`src/rtl/instr_assembler_if.sv`:
```
//------------------------------------------------------------------------------
// instr_assembler_if : bus-beat input and committed-instruction output bundle
// Rev 1.0
//------------------------------------------------------------------------------
`default_nettype none

interface instr_assembler_if #(
  parameter int BUS_W   = 8,
  parameter int INSTR_W = 16
);
  localparam int CNT_W = $clog2(INSTR_W / BUS_W);

  logic [BUS_W-1:0]   data;
  logic               ena;
  logic               clr;
  logic [INSTR_W-1:0] opc_iraddr;
  logic               ir_done;
  logic               ir_valid;
  logic               busy;
  logic [CNT_W-1:0]   beat_cnt;

  modport master (
    output data, ena, clr,
    input  opc_iraddr, ir_done, ir_valid, busy, beat_cnt
  );

  modport slave (
    input  data, ena, clr,
    output opc_iraddr, ir_done, ir_valid, busy, beat_cnt
  );
endinterface

`default_nettype wire

```
`src/rtl/instr_assembler.sv`:
```
//------------------------------------------------------------------------------
// instr_assembler : builds an instruction from BEATS bus beats in a shadow
// register and commits it atomically on the final beat.   Rev 1.0
//------------------------------------------------------------------------------
`default_nettype none

module instr_assembler #(
  parameter int                 BUS_W     = 8,
  parameter int                 INSTR_W   = 16,
  parameter int                 MSB_FIRST = 1,
  parameter logic [INSTR_W-1:0] RST_VAL   = '0
) (
  input  wire              clk1,
  input  wire              rst,
  instr_assembler_if.slave bus
);
  localparam int BEATS = INSTR_W / BUS_W;
  localparam int CNT_W = $clog2(BEATS);
  localparam int SH_W  = INSTR_W - BUS_W;

  generate
    if ((INSTR_W % BUS_W) != 0 || BEATS < 2) begin : g_bad_params
      $error("instr_assembler: INSTR_W must be a multiple of BUS_W with at least 2 beats");
    end
  endgenerate

  typedef enum logic [0:0] {
    S_IDLE = 1'b0,
    S_FILL = 1'b1
  } state_t;

  state_t             r_state;
  state_t             w_state_nx;
  logic [CNT_W-1:0]   r_beat_cnt;
  logic [CNT_W-1:0]   w_cnt_nx;
  logic [SH_W-1:0]    r_shadow;
  logic [INSTR_W-1:0] r_opc;
  logic               r_done;
  logic               r_valid;
  logic               w_capture;
  logic               w_commit;
  logic               w_clear;
  logic               w_first;
  logic               w_last;
  logic [INSTR_W-1:0] w_assembled;

  assign w_last = (r_beat_cnt == CNT_W'(BEATS - 1));

  generate
    if (MSB_FIRST != 0) begin : g_msb_first
      assign w_assembled = {r_shadow, bus.data};
    end else begin : g_lsb_first
      assign w_assembled = {bus.data, r_shadow};
    end
  endgenerate

  always_comb begin
    w_state_nx = r_state;
    w_cnt_nx   = r_beat_cnt;
    w_capture  = 1'b0;
    w_commit   = 1'b0;
    w_clear    = 1'b0;
    w_first    = 1'b0;
    if (bus.clr) begin
      w_clear    = 1'b1;
      w_cnt_nx   = '0;
      w_state_nx = S_IDLE;
    end else if (bus.ena) begin
      if (w_last) begin
        w_commit   = 1'b1;
        w_cnt_nx   = '0;
        w_state_nx = S_IDLE;
      end else begin
        w_capture  = 1'b1;
        w_first    = (r_beat_cnt == '0);
        w_cnt_nx   = r_beat_cnt + 1'b1;
        w_state_nx = S_FILL;
      end
    end else begin
      // Dropping the strobe abandons any partial word; shadow contents are simply overwritten later
      w_cnt_nx   = '0;
      w_state_nx = S_IDLE;
    end
  end

  always_ff @(posedge clk1 or negedge rst) begin
    if (!rst) begin
      r_state    <= S_IDLE;
      r_beat_cnt <= '0;
      r_shadow   <= '0;
      r_opc      <= RST_VAL;
      r_done     <= 1'b0;
      r_valid    <= 1'b0;
    end else begin
      r_state    <= w_state_nx;
      r_beat_cnt <= w_cnt_nx;
      r_done     <= w_commit;
      if (w_clear) begin
        r_shadow <= '0;
        r_opc    <= RST_VAL;
        r_valid  <= 1'b0;
      end else if (w_commit) begin
        r_opc   <= w_assembled;
        r_valid <= 1'b1;
      end else if (w_capture) begin
        if (w_first) begin
          r_valid <= 1'b0;
        end
        for (int i = 0; i < BEATS - 1; i++) begin
          if (r_beat_cnt == CNT_W'(i)) begin
            r_shadow[((MSB_FIRST != 0) ? (SH_W - (i + 1) * BUS_W) : (i * BUS_W)) +: BUS_W] <= bus.data;
          end
        end
      end
    end
  end

  assign bus.opc_iraddr = r_opc;
  assign bus.ir_done    = r_done;
  assign bus.ir_valid   = r_valid;
  assign bus.busy       = (r_state == S_FILL);
  assign bus.beat_cnt   = r_beat_cnt;

endmodule

`default_nettype wire

```
`src/flat_wrapper.sv`:
```
// flat-port wrapper written by rule: the top's interface ports become plain ports
module instr_assembler_flat 
#(
  parameter int                 BUS_W     = 8,
  parameter int                 INSTR_W   = 16,
  parameter int                 MSB_FIRST = 1,
  parameter logic [INSTR_W-1:0] RST_VAL   = '0
)
  (clk1, rst, bus_data, bus_ena, bus_clr, bus_opc_iraddr, bus_ir_done, bus_ir_valid, bus_busy, bus_beat_cnt);
  instr_assembler_if #(.BUS_W(BUS_W), .INSTR_W(INSTR_W)) bus_i ();
  input  wire clk1;
  input  wire rst;
  input wire logic [$bits(bus_i.data)-1:0] bus_data;
  input wire logic [$bits(bus_i.ena)-1:0] bus_ena;
  input wire logic [$bits(bus_i.clr)-1:0] bus_clr;
  output wire logic [$bits(bus_i.opc_iraddr)-1:0] bus_opc_iraddr;
  output wire logic [$bits(bus_i.ir_done)-1:0] bus_ir_done;
  output wire logic [$bits(bus_i.ir_valid)-1:0] bus_ir_valid;
  output wire logic [$bits(bus_i.busy)-1:0] bus_busy;
  output wire logic [$bits(bus_i.beat_cnt)-1:0] bus_beat_cnt;
  assign bus_i.data = bus_data;
  assign bus_i.ena = bus_ena;
  assign bus_i.clr = bus_clr;
  assign bus_opc_iraddr = bus_i.opc_iraddr;
  assign bus_ir_done = bus_i.ir_done;
  assign bus_ir_valid = bus_i.ir_valid;
  assign bus_busy = bus_i.busy;
  assign bus_beat_cnt = bus_i.beat_cnt;
  instr_assembler #(.BUS_W(BUS_W), .INSTR_W(INSTR_W), .MSB_FIRST(MSB_FIRST), .RST_VAL(RST_VAL)) u_core (.clk1(clk1), .rst(rst), .bus(bus_i));
endmodule
```
`config.mk`:
```
export PLATFORM = sky130hd
export DESIGN_NAME = instr_assembler_flat
export DESIGN_NICKNAME = d
export VERILOG_FILES = /design/src/rtl/instr_assembler_if.sv /design/src/rtl/instr_assembler.sv /design/src/flat_wrapper.sv
export SDC_FILE = /design/constraint.sdc
export NUM_CORES = 1
export LEC_CHECK = 0
export ABC_AREA = 1
export BUFFER_PORTS_ARGS = -buffer_cell sky130_fd_sc_hd__buf_2
export CORE_ASPECT_RATIO = 1.25
export CORE_UTILIZATION = 45
export DETAILED_ROUTE_END_ITERATION = 6
export PLACE_DENSITY_LB_ADDON = 0.1
export SYNTH_ARGS = -nofsm -noshare
export SYNTH_HDL_FRONTEND = slang
export SYNTH_SLANG_ARGS = --single-unit
```
`constraint.sdc`:
```
create_clock -name clk1 -period 1.2 [get_ports clk1]
set_input_delay 0.06 -clock clk1 [delete_from_list [all_inputs] [get_ports clk1]]
set_output_delay 0.06 -clock clk1 [all_outputs]
set_load 0.02 [all_outputs]
```
==> impl_metrics.ini, run 1 <==
[synthesis]
syn_area_per_cell_sq_um = 9.444
ys_seq_area_share_pct = 62.21
ys_seq_elements = 27
synth_nets = 127
syn_inst = 115
netlist_area_sq_um = 1086
yosysWarnings = 0
ys_types = 12

[die]
ios = 32
initial_core_util_pct = 48.60
rows = 19
coreArea_sq_um = 2235
die_y_um = 56.93
design.die.area_sq_um = 2615
die_width_um = 45.94

[cts]
cts_buffer_depth = 2
clk_pin_slew_ns = 0.14
numCtsBuffers = 3
root_buffer = clkbuf_4
tritoncts = done
clk-insertion-delay-late_ns = 0.31
numClockSinks = 27
cts_resized = 0
cts.htree.levels = 1

[critical_path]
crit_path_end = u_core.bus.opc_iraddr[7]$_DFFE_PN0P_
r2r-start = u_core.bus.beat_cnt$_DFF_PN0_
crit_path_start = u_core.bus.beat_cnt$_DFF_PN0_
cp_top_family = flip-flops
r2r_slack_ns = 0.12
cp_slowest_stage_delay_ns = 0.45
worstReg2RegEnd = u_core.bus.opc_iraddr[7]$_DFFE_PN0P_
path_max_fanout = 8
cp.arrival_ns = 1.35
cp.required_ns = 1.46
path_depth = 5
crit_chain = nand2_2, nor2_4, buf_4, nand2_1, nand2_1
slowest_stage = dfrtp_1
path_common_cell = nand2_1
crit_type = reg -> reg
cp-start-kind = register
r2r_cells = 5
critPathBufInv = 1
end_kind = register

[finish]
drive_above_1_share_pct = 27.85
fill_cells = 214
layout_commonest_cell = nand2_1
mostFrequentLayoutCells = nand2_1 (41), buf_2 (31), dfrtp_1 (27)
nets = 171
area_growth_pct = 31.34
antennaDiodeCount = 0

[sta]
rsz0062_at_grt = no
fmax_ghz = 0.9223
worst_pin_slew_ns = 0.5897
setup_viol = 0
worst_slack_ns = 0.1157
hold_violations = 0
min_period_over_period_pct = 90.36
skew_ns = 0.003439
slew_viol_final = 0
max_slew_margin_pct = 60.69
fin_tns_setup_ns = 0
period_needed_ns = 1.084

[placed_design]
place_ws_ns = 0.06189
gp_routability_congestion = 0.7404
hpwlAfterDp_um = 1575
io_buffers = 31

[routing]
wirelength_um = 2389
dr.pass1.iters = 4
drtIter0Drc = 11
vias = 928
antenna_left = 0
vias_per_cell = 4.910
drc = 0
wire_per_inst_um = 12.64

[grt]
grt_pass1_vias = 935
track_usage_pct = 21.19
gr-total-overflow = 0
antenna_found_initial = 0
grt_max_degree = 34
grt_first_pass_wirelength_um = 4064

[power_and_ir_drop]
pwr-share-clk_pct = 24.5
p_per_area_nw_per_um2 = 1083
p_leak_nw = 0.8301
power_switching_mw = 0.3981
sw_frac_of_total_pct = 25.77
pwr-share-seq_pct = 62.3
ir_worst_vdd_uv = 745.4
power_frac_comb_pct = 13.2
intPower_mw = 1.147

[worst_hold_path]
min_path_cells = 3
holdCritPathClass = in -> reg

[outcome]
outcome = finished clean

[flow_run]
cap_viol_max_count = 0
==> repair_timing <==
action | CTS | global route
setup endpoints to repair | 0 | 16
endpoints found under the hold margin | 42 | 0
hold buffers | 10 | 0
buffers inserted | 0 | 2
==> stage by stage <==
stage               hold WS [ns]  cells  area, sq um  power, mW  utilization (%)
finish                    0.1044    189         1426      1.545            63.83
global route             0.09317    189         1426      1.619            63.83
CTS                      0.09085    187         1399      1.560            62.60
detailed placement       0.09937    173         1271      1.155            56.89
global placement         0.08913    173         1271      1.150            56.89
floorplan                -0.2356    115         1086      1.070                -
==> layout make-up <==
type	count	area, sq um	share of cell area, %
clock inverter	1	5.005	0.3509
clock buffer	3	22.52	1.579
timing repair buffer	46	317.8	22.28
tap	31	38.79	2.719
multi-input combinational	79	359.1	25.18
inverter	2	7.507	0.5263
sequential	27	675.6	47.37
==> power groups by stage <==
stage / Combinational (mW) / Clock (mW) / Sequential, mW
floorplan: 0.0740 / 0 / 0.996
global placement: 0.173 / 0 / 0.977
detailed placement: 0.176 / 0 / 0.979
CTS: 0.201 / 0.397 / 0.962
global route: 0.224 / 0.429 / 0.966
finish: 0.204 / 0.379 / 0.962
==> synth_stat cells <==
library cell,instances,area [sq um]
buf_2,5,25.02
nor2_4,1,11.26
nand2_1,41,153.9
inv_1,1,3.750
buf_6,1,11.26
dfrtp_1,27,675.7
nand2_2,2,12.51
inv_2,1,3.750
nand3_1,24,120.1
nor2_1,3,11.26
buf_4,1,7.510
nand4_1,8,50.05
==> worst min path at each step <==
stage | endpoint | slack [ns] | start
final | u_core.r_shadow[5]$_DFFE_PN0P_ | 0.10 | bus_ena
after global routing | u_core.r_shadow[4]$_DFFE_PN0P_ | 0.09 | bus_ena
after CTS | u_core.r_shadow[5]$_DFFE_PN0P_ | 0.09 | bus_ena
after detailed placement | u_core.bus.opc_iraddr[9]$_DFFE_PN0P_ | 0.1 | rst
after global placement | u_core.bus.opc_iraddr[9]$_DFFE_PN0P_ | 0.09 | rst
after floorplan | u_core.bus.beat_cnt$_DFF_PN0_ | -0.24 | rst
==> cells by family after synthesis <==
family | after synthesis | share of synthesized area, %
buf+inv | 9 | 4.723
flops | 27 | 62.21
simple gates | 79 | 33.07
==> worst register-to-register path: cells and delay by family (launching register included) <==
kind / cells / cell delay, ns
flops: 1 / 0.45
simple gates: 4 / 0.43
buf+inv: 1 / 0.17
==> sequential cells by signal, summed over array words and instances, names as in the netlist <==
register and flops:
u_core.r_shadow 8, u_core.bus.ir_valid 1, u_core.bus.opc_iraddr 16, u_core.bus.ir_done 1, u_core.bus.beat_cnt 1
==> routing by layer <==
| metal | wire length, um | GRT usage [%] | vias up |
|---|---|---|---|
| met4 | 36 | 7.563 | 0 |
| met3 | 69 | 2.572 | 4 |
| met5 | 0 | 0 | - |
| li1 | - | - | 467 |
| met1 | 1098 | 27.47 | 434 |
| met2 | 1184 | 35.41 | 23 |
No activity file was read; power rests on OpenSTA's default activity.
==> run 2: changes to the inputs <==
--- a/config.mk
+++ b/config.mk
@@ -10,7 +10,9 @@
 export CORE_ASPECT_RATIO = 1.25
 export CORE_UTILIZATION = 45
 export DETAILED_ROUTE_END_ITERATION = 6
+export GPL_TIMING_DRIVEN = 0
 export PLACE_DENSITY_LB_ADDON = 0.1
+export SLEW_MARGIN = 20
 export SYNTH_ARGS = -nofsm -noshare
 export SYNTH_HDL_FRONTEND = slang
 export SYNTH_SLANG_ARGS = --single-unit
==> run 2 against run 1 <==
Setup slack got worse by 0.071 ns; clock power rose by 10%; critical path type is now reg -> out; highest routed layer unchanged; wire length fell by 0.50%; sequential cell count did not move.
==> impl_metrics.ini, run 2 (synthesis results as in run 1) <==
[die]
die_width_um = 45.94
rows = 19
coreArea_sq_um = 2235
die_y_um = 56.93
design.die.area_sq_um = 2615
initial_core_util_pct = 48.60
ios = 32

[sta]
worst_pin_slew_ns = 0.5858
period_needed_ns = 1.156
min_period_over_period_pct = 96.31
skew_ns = 0.01358
hold_violations = 0
rsz0062_at_grt = no
hold_slack_ns = 0.06313
fin_tns_setup_ns = 0
slew_viol_final = 0
max_slew_margin_pct = 60.95
fmax_ghz = 0.8652
setup_viol = 0

[cts]
clk_pin_slew_ns = 0.16
numClockSinks = 27
cts.htree.levels = 1
cts_buffer_depth = 2
tritoncts = done
clk-insertion-delay-late_ns = 0.34
numCtsBuffers = 3
root_buffer = clkbuf_4

[critical_path]
cp.required_ns = 1.14
cp_slowest_stage_delay_ns = 0.47
r2r_slack_ns = 0.11
cp-start-kind = register
critPathBufInv = 2
r2r_cells = 5
cp_top_family = flip-flops
slowest_stage = dfrtp_1
crit_chain = buf_4, buf_2
crit_type = reg -> out
cp.arrival_ns = 1.10
end_kind = primary output
path_max_fanout = 4
worstReg2RegEnd = u_core.bus.opc_iraddr[13]$_DFFE_PN0P_
r2r-start = u_core.bus.beat_cnt$_DFF_PN0_

[routing]
vias_per_cell = 4.974
vias = 965
dr.pass1.iters = 4
drc = 0
antenna_left = 0
wire_per_inst_um = 12.25
wirelength_um = 2377
drtIter0Drc = 30

[finish]
area_growth_pct = 32.37
nets = 176
mostFrequentLayoutCells = nand2_1 (41), buf_2 (36), dfrtp_1 (27)
drive_above_1_share_pct = 30.06
fin_area_sq_um = 1438
fill_cells = 209
fin_cells = 194
antennaDiodeCount = 0
largest_reg_flops = 16
layout_commonest_cell = nand2_1

[power_and_ir_drop]
p_per_area_nw_per_um2 = 1099
sw_frac_of_total_pct = 27.34
pwr-share-seq_pct = 60.9
pwr-share-clk_pct = 26.4
ir_worst_vdd_uv = 786.3
power_frac_comb_pct = 12.8
p_leak_nw = 0.8474
intPower_mw = 1.148
power_switching_mw = 0.4319

[worst_hold_path]
holdCritPathClass = in -> reg
min_path_cells = 4
min_to = u_core.bus.opc_iraddr[3]$_DFFE_PN0P_
min_from = bus_ena

[grt]
grt_max_degree = 28
antenna_found_initial = 0
gr-total-overflow = 0
grt_pass1_vias = 907
track_usage_pct = 21.01
grt_first_pass_wirelength_um = 4015

[outcome]
outcome = finished clean

[placed_design]
dp.cells = 177
dpl-instance-area_sq_um = 1280
io_buffers = 31
hpwlAfterDp_um = 1571
gp_routability_congestion = 0.8007

[flow_run]
cap_viol_max_count = 0
==> run 2: cell count changes in the layout (fill, tap and decap cells not counted), sizes merged <==
cell and change:
clkinvlp +1, buf +5, clkinv -1
==> run 2: area by class of cell <==
type                       count  area, sq um  area share, %
sequential                    27        675.6          47.00
multi-input combinational     79        364.1          25.33
timing repair buffer          44        277.8          19.32
buffer                         7        43.79          3.046
tap                           31        38.79          2.698
clock buffer                   3        22.52          1.567
clock inverter                 1        7.507         0.5222
inverter                       2        7.507         0.5222
==> run 2: worst max-delay path by stage <==
stage	startpoint	endpoint	slack [ns]	cells past startpoint
final	u_core.bus.beat_cnt$_DFF_PN0_	bus_busy	0.04	2
after global routing	u_core.bus.beat_cnt$_DFF_PN0_	bus_busy	0.004	2
after CTS	u_core.bus.beat_cnt$_DFF_PN0_	u_core.bus.opc_iraddr[13]$_DFFE_PN0P_	0.05	5
after detailed placement	u_core.bus.beat_cnt$_DFF_PN0_	u_core.bus.opc_iraddr[13]$_DFFE_PN0P_	0.09	5
after global placement	u_core.bus.beat_cnt$_DFF_PN0_	u_core.bus.opc_iraddr[13]$_DFFE_PN0P_	0.11	5
after floorplan	u_core.bus.beat_cnt$_DFF_PN0_	u_core.bus.opc_iraddr[0]$_DFFE_PN0P_	0.08	5
==> run 2: worst reg2reg max path, stage by stage, from the launching register on <==
cell and delay, ns:
dfrtp_1 0.47, nand2_4 0.12, nor2_4 0.19, buf_6 0.16, nand2_1 0.06, nand2_1 0.05
==> run 2: repair_timing <==
| action | CTS | global route |
|---|---|---|
| resized for setup | 0 | 1 |
| setup endpoints to repair | 0 | 7 |
| buffers inserted | 0 | 3 |
| hold buffers | 10 | 0 |
| endpoints found under the hold margin | 44 | 0 |
==> run 2: power by group through the flow <==
stage | Clock, mW | Combinational, mW | Sequential [mW]
after floorplan | 0 | 0.0740 | 0.996
after global placement | 0 | 0.172 | 0.976
after detailed placement | 0 | 0.173 | 0.978
after CTS | 0.416 | 0.198 | 0.961
after global routing | 0.461 | 0.224 | 0.966
final | 0.417 | 0.202 | 0.962
==> run 2: metrics by stage <==
stage	setup slack (ns)	total power [mW]	utilization [%]
global placement	0.1084	1.148	57.28
detailed placement	0.09048	1.151	57.28
floorplan	0.08218	1.070	-
finish	0.04423	1.580	64.33
CTS	0.05412	1.575	63.10
global route	0.003898	1.651	64.33
==> run 2: per-layer routing <==
metal / share of wire, % / routed length [um] / global-route usage (%) / up-vias
met5: 0 / 0 / 0 / -
met4: 1.2 / 28 / 8.824 / 0
met3: 3.6 / 85 / 1.929 / 4
met2: 49 / 1157 / 32.19 / 29
met1: 46 / 1105 / 30.00 / 453
li1: - / - / - / 479
==> run 3: changes to the inputs <==
==> constraint.sdc (replaced) <==
create_clock -name clk1 -period 1.2 [get_ports clk1]
set_input_delay 0.36 -clock clk1 [delete_from_list [all_inputs] [get_ports clk1]]
set_output_delay 0.36 -clock clk1 [all_outputs]
set_load 0.02 [all_outputs]
==> run 3 against run 2 <==
Cell area grew 9.0%; critical path depth is the same; clock-buffer cell count is the same; fmax shrank 15%; critical endpoint unchanged; sequential share of layout area shrank 3.9 points; core utilization grew 5.8 points; die area is the same; largest power group unchanged; the run now ends with setup timing left; global-route usage grew 0.088 points; setup slack lost 0.21 ns.
==> impl_metrics.ini, run 3 (synthesis results as in run 1) <==
[outcome]
outcome = finished with violations
failed_checks = setup timing

[cts]
cts_buffer_depth = 2
root_buffer = clkbuf_4
cts_hold_buf = 0
tritoncts = done
cts.htree.levels = 1
numCtsBuffers = 3
clk-insertion-delay-late_ns = 0.34
clk_pin_slew_ns = 0.16
numClockSinks = 27

[sta]
setup_viol = 20
period_needed_ns = 1.365
min_period_over_period_pct = 113.8
worst_pin_slew_ns = 0.5910
max_slew_margin_pct = 60.60
slew_viol_final = 0
fin_tns_setup_ns = -1.186
hold_violations = 0
worst_slack_ns = -0.1651
fmax_ghz = 0.7325
skew_ns = 0.008672
rsz0062_at_grt = yes

[routing]
wire_per_inst_um = 13.09
vias_per_cell = 4.990
drtIter0Drc = 32
vias = 978
antenna_left = 0
drc = 0
wirelength_um = 2565
dr.pass1.iters = 4

[critical_path]
r2r-start = u_core.bus.beat_cnt$_DFF_PN0_
cp-start-kind = register
r2r_slack_ns = 0.03
path_max_fanout = 3
crit_type = reg -> out
worstReg2RegEnd = u_core.bus.opc_iraddr[2]$_DFFE_PN0P_
cp.required_ns = 0.84
r2r_cells = 6
cp.arrival_ns = 1.01
end_kind = primary output

[finish]
fin_cells = 196
nets = 178
drive_above_1_share_pct = 36.97
mostFrequentLayoutCells = nand2_1 (41), dfrtp_1 (27), nand3_1 (24)
antennaDiodeCount = 0
layout_commonest_cell = nand2_1
finalCoreUtilization_pct = 70.10
area_growth_pct = 44.24
largest_reg_flops = 16

[placed_design]
dp.cells = 177
hpwlAfterDp_um = 1571
gp_routability_congestion = 0.8007
io_buffers = 31

[power_and_ir_drop]
p_per_area_nw_per_um2 = 1024
power.total_mw = 1.604
p_leak_nw = 0.8836
ir_worst_vdd_uv = 778.1

[grt]
gr-total-overflow = 0
grt_max_degree = 28
antenna_found_initial = 0
grt_first_pass_wirelength_um = 4036
grt_pass1_vias = 904
track_usage_pct = 21.10

[die]
die_width_um = 45.94
coreArea_sq_um = 2235
rows = 19
ios = 32
initial_core_util_pct = 48.60
design.die.area_sq_um = 2615
die_y_um = 56.93

[worst_hold_path]
holdCritPathClass = in -> async

[flow_run]
cap_viol_max_count = 0
[run 3: cell count changes in the layout (fill, tap and decap cells not counted)]
cell / before / now
buf_2: 36 / 16
buf_4: 4 / 16
buf_6: 1 / 21
dlygate4sd3_1: 10 / 0
nand2_2: 1 / 0
nand2_8: 0 / 1
[run 3: stage by stage]
stage / hold WS, ns / worst slack, ns / instance area [sq um]
after floorplan: 0.06441 / 0.08218 / 1086
after global placement: 0.3911 / 0.06806 / 1280
after detailed placement: 0.3991 / 0.06372 / 1280
after CTS: 0.02064 / -0.1661 / 1490
after global routing: 0.03575 / -0.1979 / 1567
final: 0.0009283 / -0.1651 / 1567
[run 3: timing repair]
| item | 4_1_cts | 5_1_grt |
|---|---|---|
| pin swaps | 0 | 1 |
| gates resized for setup | 42 | 2 |
| cloned | 0 | 1 |
| endpoints found under the hold margin | 0 | 0 |
| endpoints found under the setup margin | 20 | 40 |
| buffers inserted | 6 | 10 |
[run 3: final cells by class]
| class | instances | area (sq um) |
|---|---|---|
| multi-input cells | 79 | 377.9 |
| plain buffers | 7 | 50.05 |
| well taps | 31 | 38.79 |
| repair buffers | 46 | 386.6 |
| inverters | 2 | 7.507 |
| clock inverters | 1 | 7.507 |
| fillers | 189 | 668.1 |
| clock buffers | 3 | 22.52 |
| flip-flops and latches | 27 | 675.6 |
[run 3: worst max path at each step]
| stage | to | depth (start not counted) | slack [ns] | startpoint |
|---|---|---|---|---|
| 2_1_floorplan | u_core.bus.opc_iraddr[0]$_DFFE_PN0P_ | 5 | 0.08 | u_core.bus.beat_cnt$_DFF_PN0_ |
| 3_3_place_gp | u_core.bus.opc_iraddr[13]$_DFFE_PN0P_ | 6 | 0.07 | bus_ena |
| 4_1_cts | bus_busy | 2 | -0.17 | u_core.bus.beat_cnt$_DFF_PN0_ |
| 5_1_grt | bus_busy | 2 | -0.20 | u_core.bus.beat_cnt$_DFF_PN0_ |
| 6_report | bus_busy | 2 | -0.17 | u_core.bus.beat_cnt$_DFF_PN0_ |
| 3_5_place_dp | u_core.bus.opc_iraddr[13]$_DFFE_PN0P_ | 6 | 0.06 | bus_ena |
[run 3: where the power goes]
| part | leakage, nW | total [mW] | internal [mW] | switching, mW |
|---|---|---|---|---|
| Clock | 0.0139 | 0.419 | 0.128 | 0.291 |
| Sequential | 0.369 | 0.964 | 0.942 | 0.0218 |
| Combinational | 0.501 | 0.221 | 0.0913 | 0.130 |
| Total | 0.884 | 1.60 | 1.16 | 0.443 |
[run 3: worst max-delay path, stage by stage, from the launching register on]
cell and delay (ns):
dfrtp_1 0.43, buf_6 0.12, buf_6 0.12
[run 3: metal layers]
| layer | GRT usage, % | vias to the layer above | share of wire [%] |
|---|---|---|---|
| met4 | 8.824 | 0 | 1.5 |
| li1 | - | 481 | - |
| met2 | 33.40 | 26 | 50 |
| met3 | 2.251 | 5 | 2.7 |
| met5 | 0 | - | 0 |
| met1 | 28.75 | 466 | 46 |
